===== src/rtl/cache_pmem_arbiter.sv =====
// Shares one 64-bit pmem port between I-cache and D-cache line misses, one BURST_LEN-beat burst per line.
// Define ARB_RR_EN for round-robin between simultaneous requesters; default is fixed D-over-I priority.
module cache_pmem_arbiter #(
  parameter int BURST_LEN = 4,
  parameter int BEAT_W    = 64,
  localparam int LINE_W   = BURST_LEN * BEAT_W
) (
  input  logic              clk,
  input  logic              rst,
  input  logic              i_read,
  input  logic [31:0]       i_address,
  output logic [LINE_W-1:0] i_rdata,
  output logic              i_resp,
  input  logic              d_read,
  input  logic              d_write,
  input  logic [31:0]       d_address,
  input  logic [LINE_W-1:0] d_wdata,
  output logic [LINE_W-1:0] d_rdata,
  output logic              d_resp,
  output logic              pmem_read,
  output logic              pmem_write,
  output logic [31:0]       pmem_address,
  output logic [BEAT_W-1:0] pmem_wdata,
  input  logic [BEAT_W-1:0] pmem_rdata,
  input  logic              pmem_resp
);

  // IDLE: arbitrate | RD: read burst | WR: write burst | DONE: one-cycle resp to granted side
  typedef enum logic [1:0] {IDLE, RD, WR, DONE} state_e;

  localparam int CNT_W = (BURST_LEN > 1) ? $clog2(BURST_LEN) : 1;

  state_e              state_q, state_d;
  logic [CNT_W-1:0]    cnt_q, cnt_d;
  logic [LINE_W-1:0]   line_q, line_d;
  logic [31:0]         addr_q, addr_d;
  logic [1:0]          gnt_q, gnt_d;    // {D, I}
  logic [1:0]          mask_q, mask_d;  // {D, I}
  logic                last_q, last_d;  // 1 = D was granted last
  logic [1:0]          elig;
  logic                pick_d;
  logic                last_beat;

  assign elig      = {d_read | d_write, i_read} & ~mask_q;
  assign last_beat = (cnt_q == CNT_W'(BURST_LEN - 1));

`ifdef ARB_RR_EN
  assign pick_d = elig[1] & (~elig[0] | ~last_q);
`else
  assign pick_d = elig[1];
`endif

  always_ff @(posedge clk or negedge rst) begin
    if (!rst) begin
      state_q <= IDLE;
      cnt_q   <= '0;
      line_q  <= '0;
      addr_q  <= '0;
      gnt_q   <= '0;
      mask_q  <= '0;
      last_q  <= 1'b0;
    end else begin
      state_q <= state_d;
      cnt_q   <= cnt_d;
      line_q  <= line_d;
      addr_q  <= addr_d;
      gnt_q   <= gnt_d;
      mask_q  <= mask_d;
      last_q  <= last_d;
    end
  end

  always_comb begin
    state_d = state_q;
    cnt_d   = cnt_q;
    line_d  = line_q;
    addr_d  = addr_q;
    gnt_d   = gnt_q;
    mask_d  = mask_q;
    last_d  = last_q;
    case (state_q)
      IDLE: begin
        mask_d = '0;
        if (elig != 2'b00) begin
          cnt_d = '0;
          if (pick_d) begin
            gnt_d  = 2'b10;
            addr_d = {d_address[31:5], 5'b0};
            // A simultaneous read+write is treated as a writeback.
            if (d_write) begin
              line_d  = d_wdata;
              state_d = WR;
            end else begin
              state_d = RD;
            end
          end else begin
            gnt_d   = 2'b01;
            addr_d  = {i_address[31:5], 5'b0};
            state_d = RD;
          end
        end
      end
      RD: begin
        if (pmem_resp) begin
          line_d[cnt_q*BEAT_W +: BEAT_W] = pmem_rdata;
          cnt_d = cnt_q + CNT_W'(1);
          if (last_beat) state_d = DONE;
        end
      end
      WR: begin
        if (pmem_resp) begin
          cnt_d = cnt_q + CNT_W'(1);
          if (last_beat) state_d = DONE;
        end
      end
      DONE: begin
        // Mask the served side for one IDLE cycle so a registered deassert is not re-granted.
        mask_d  = gnt_q;
        last_d  = gnt_q[1];
        gnt_d   = '0;
        state_d = IDLE;
      end
      default: state_d = IDLE;
    endcase
  end

  assign pmem_read    = (state_q == RD);
  assign pmem_write   = (state_q == WR);
  assign pmem_address = (pmem_read | pmem_write) ? addr_q : '0;
  assign pmem_wdata   = pmem_write ? line_q[cnt_q*BEAT_W +: BEAT_W] : '0;
  assign i_resp       = (state_q == DONE) & gnt_q[0];
  assign d_resp       = (state_q == DONE) & gnt_q[1];
  assign i_rdata      = line_q;
  assign d_rdata      = line_q;

  // Offset bits of the line address are dropped; last_grant only steers round-robin builds.
  logic unused_bits;
  assign unused_bits = ^{i_address[4:0], d_address[4:0], last_q};

`ifndef SYNTHESIS
  a_dreq_excl: assert property (@(posedge clk) disable iff (!rst)
    (state_q == IDLE) |-> !(d_read && d_write))
    else $error("d_read and d_write asserted together");
`endif

endmodule


===== config.mk =====
export PLATFORM = sky130hd
export DESIGN_NAME = cache_pmem_arbiter
export DESIGN_NICKNAME = d
export VERILOG_FILES = /design/src/rtl/cache_pmem_arbiter.sv
export SDC_FILE = /design/constraint.sdc
export NUM_CORES = 1
export LEC_CHECK = 0
export BUFFER_PORTS_ARGS = -buffer_cell sky130_fd_sc_hd__buf_2
export CAP_MARGIN = 30
export CORE_AREA = 8 8 380 382
export DETAILED_ROUTE_END_ITERATION = 7
export DIE_AREA = 0 0 388 390
export GPL_TIMING_DRIVEN = 0
export PLACE_DENSITY_LB_ADDON = 0.12
export SLEW_MARGIN = 10
export SYNTH_ARGS = -nofsm -noshare
export SYNTH_HDL_FRONTEND = slang
export SYNTH_SLANG_ARGS = --single-unit

===== constraint.sdc =====
create_clock -name clk -period 4.3 [get_ports clk]
set_input_delay 1.29 -clock clk [delete_from_list [all_inputs] [get_ports clk]]
set_output_delay 1.29 -clock clk [all_outputs]
set_load 0.1 [all_outputs]

==> reports/metrics.cfg <==
[worst_setup_path]
crit_arrival_ns=2.85
critPathRequiredTime_ns=3.01
r2r_slack_ns=0.53
ff2ff_path_depth=9
end_kind=output pin
crit_end=pmem_wdata[59]
critPathKind=register to output pin
crit_start=cnt_q[1]$_DFFE_PN0P_
r2r-start=cnt_q[1]$_DFFE_PN0P_
startpoint_type=register
reg2reg_to=d_rdata[219]$_DFFE_PN0P_
crit_path_max_fanout=10

[logic_synthesis]
ys_warn_count=0
syn_inst=2027
ys_seq_area_share_pct=39.7
synth_cell_types=37
synth_seq_cells=291
synth.avg_cell_area_um2=9.06
synth.cell_area_um2=18400

[layout]
final_core_util_pct=19.6
fill_cells=15700
layout_commonest_cell=buf_2
stdcell_area_um2=27200
drive_above_1_share_pct=49.7
layout_common_cells=buf_2 (1052), a21oi_1 (475), dfrtp_1 (291)
area_growth_pct=48.1
fin_nets=3469

[global_routing]
track_usage_pct=16.9
first_global_vias=20200
grt_overflow=0
grt_max_degree=90
antenna_found_initial=63
grt_pass1_wl_um=180000

[detailed_routing]
drc=0
vias=19200
dr.pass1.iters=5
ant_nets=0
post_drt_wl_per_cell_um=27.3
wl_um=135000
drt_iter0_drc=1025
viasPerCell=3.90

[timing]
tightest_slew_ns=0.938
skew_ns=0.0131
max_freq_mhz=241
finalCritPeriodShare_pct=96.4
hold_viol=0
rsz0062_at_grt=no
relSlewSlack_pct=37.5
hold_ws_ns=0.468
setup_viol=0
final.min_clock_period_ns=4.14
slew_viol_final=0

[clock_tree]
cts_made_buffers=43
clockBufferDepth=3
cts.clk_slew.worst_paths_ns=0.06
root_buffer=clkbuf_16
cts_sinks=291
holdBufCountCts=0
insertion_delay_ns=0.60
cts_setup_buffers=0
h-tree-depth=2
tritoncts=yes

[die]
initial_core_util_pct=13.3
rows=137
die_w_um=388
ioPinCount=1002
dieArea_um2=151000
die_y_um=390
core_area_um2=139000

[min_path]
worstHoldStart=addr_q[15]$_DFFE_PN0P_
hold_class=register to register
whs_path_depth=2

[job]
drv_cap=0

[status]
outcome=completed

[place]
place_area_um2=25700
place_congestion=0.805
hpwl_um=106000
port_buffers=986

-- registers in the layout, summed over array words and instances (netlist names) --
signal and flops:
d_rdata 256, addr_q 27, cnt_q 2, gnt_q 2, mask_q 2, state_q 2
-- worst max-delay path, stage by stage, from the launching register on --
cell     delay (ns)
dfrtp_1        0.61
buf_6          0.33
buf_2          0.39
mux4_2         0.30
and2_1         0.16
buf_2          0.44
-- cells in the mapped netlist, drive strengths merged --
| master | n | area [um2] |
|---|---|---|
| and4 | 1 | 8.76 |
| and2 | 93 | 582 |
| mux2i | 27 | 270 |
| a21boi | 4 | 30.0 |
| mux2 | 2 | 22.5 |
| nor2 | 259 | 972 |
| a211oi | 4 | 50.1 |
| a21oi | 515 | 2730 |
| o21bai | 1 | 7.51 |
| nand2b | 2 | 12.5 |
| and3 | 2 | 12.5 |
| o22a | 2 | 17.5 |
| mux4 | 64 | 1440 |
| o211ai | 1 | 7.51 |
| nand2 | 30 | 113 |
| o311ai | 1 | 8.76 |
| a21bo | 1 | 10.0 |
| conb | 1 | 3.75 |
| o21ai | 31 | 155 |
| clkbuf | 43 | 161 |
| nor3 | 1 | 16.3 |
| nor2b | 258 | 1610 |
| nand3b | 2 | 15.0 |
| nand3 | 3 | 15.0 |
| a41oi | 2 | 17.5 |
| ha | 10 | 125 |
| and3b | 2 | 17.5 |
| a22o | 1 | 8.76 |
| dfrtp | 291 | 7280 |
| a32o | 1 | 10.0 |
| inv | 4 | 15.0 |
| buf | 368 | 2610 |
-- what timing repair did --
item | 4_1_cts | 5_1_grt
endpoints found under the hold margin | 0 | 0
setup endpoints to repair | 77 | 13
gates resized for setup | 10 | 6
pin swaps | 0 | 0
-- cells by family (layout without fill, tap and decap cells) --
family / Yosys count / after routing / share of synthesized area, %
other: 1 / 28 / 0.0204
adder cells (fa/ha/maj): 10 / 10 / 0.681
multiplexers: 93 / 93 / 9.44
flip-flops: 291 / 291 / 39.7
buffers and inverters: 415 / 1482 / 15.2
AND/OR/NAND/NOR: 653 / 653 / 18.4
AO/OA/AOI/OAI: 564 / 564 / 16.6
-- how the worst min path moves through the flow --
stage / endpoint / slack, ns
after detailed placement: addr_q[17]$_DFFE_PN0P_ / 0.46
after CTS: addr_q[30]$_DFFE_PN0P_ / 0.48
after global routing: addr_q[17]$_DFFE_PN0P_ / 0.49
after floorplan: addr_q[10]$_DFFE_PN0P_ / 0.44
final: addr_q[15]$_DFFE_PN0P_ / 0.47
after global placement: addr_q[8]$_DFFE_PN0P_ / 0.46
-- layout make-up --
type                            instances  area, um2  share of cell area (%)
Multi-Input combinational cell       1325       8310                    30.5
Sequential cell                       291       7280                    26.8
Timing Repair Buffer                  993       5100                    18.8
Buffer                                411       2800                    10.3
Tap cell                             1807       2260                    8.31
Clock buffer                           69       1300                    4.77
Clock inverter                          5       77.6                   0.285
Antenna cell                           23       57.6                   0.212
Inverter                                4       15.0                  0.0552
-- through the flow --
stage / std cells / setup TNS, ns / setup slack (ns)
CTS: 4905 / -0.306 / -0.0475
finish: 4928 / 0 / 0.157
global placement: 4824 / -1528.97 / -5.25
floorplan: 2031 / 0 / 0.431
global route: 4916 / 0 / 0.00661
detailed placement: 4831 / 0 / 0.0129
-- metal layers --
metal / up-vias / track usage [%] / part of all wire [%]
met4: 18 / 3.66 / 1.8
met3: 137 / 4.27 / 6.4
met2: 757 / 30.3 / 51
met1: 9627 / 20.5 / 41
met5: - / 0 / 0.081
li1: 8704 / - / -
Power is not shown: default switching activity piles up to over one toggle a cycle in this logic, so the estimate is an artifact.
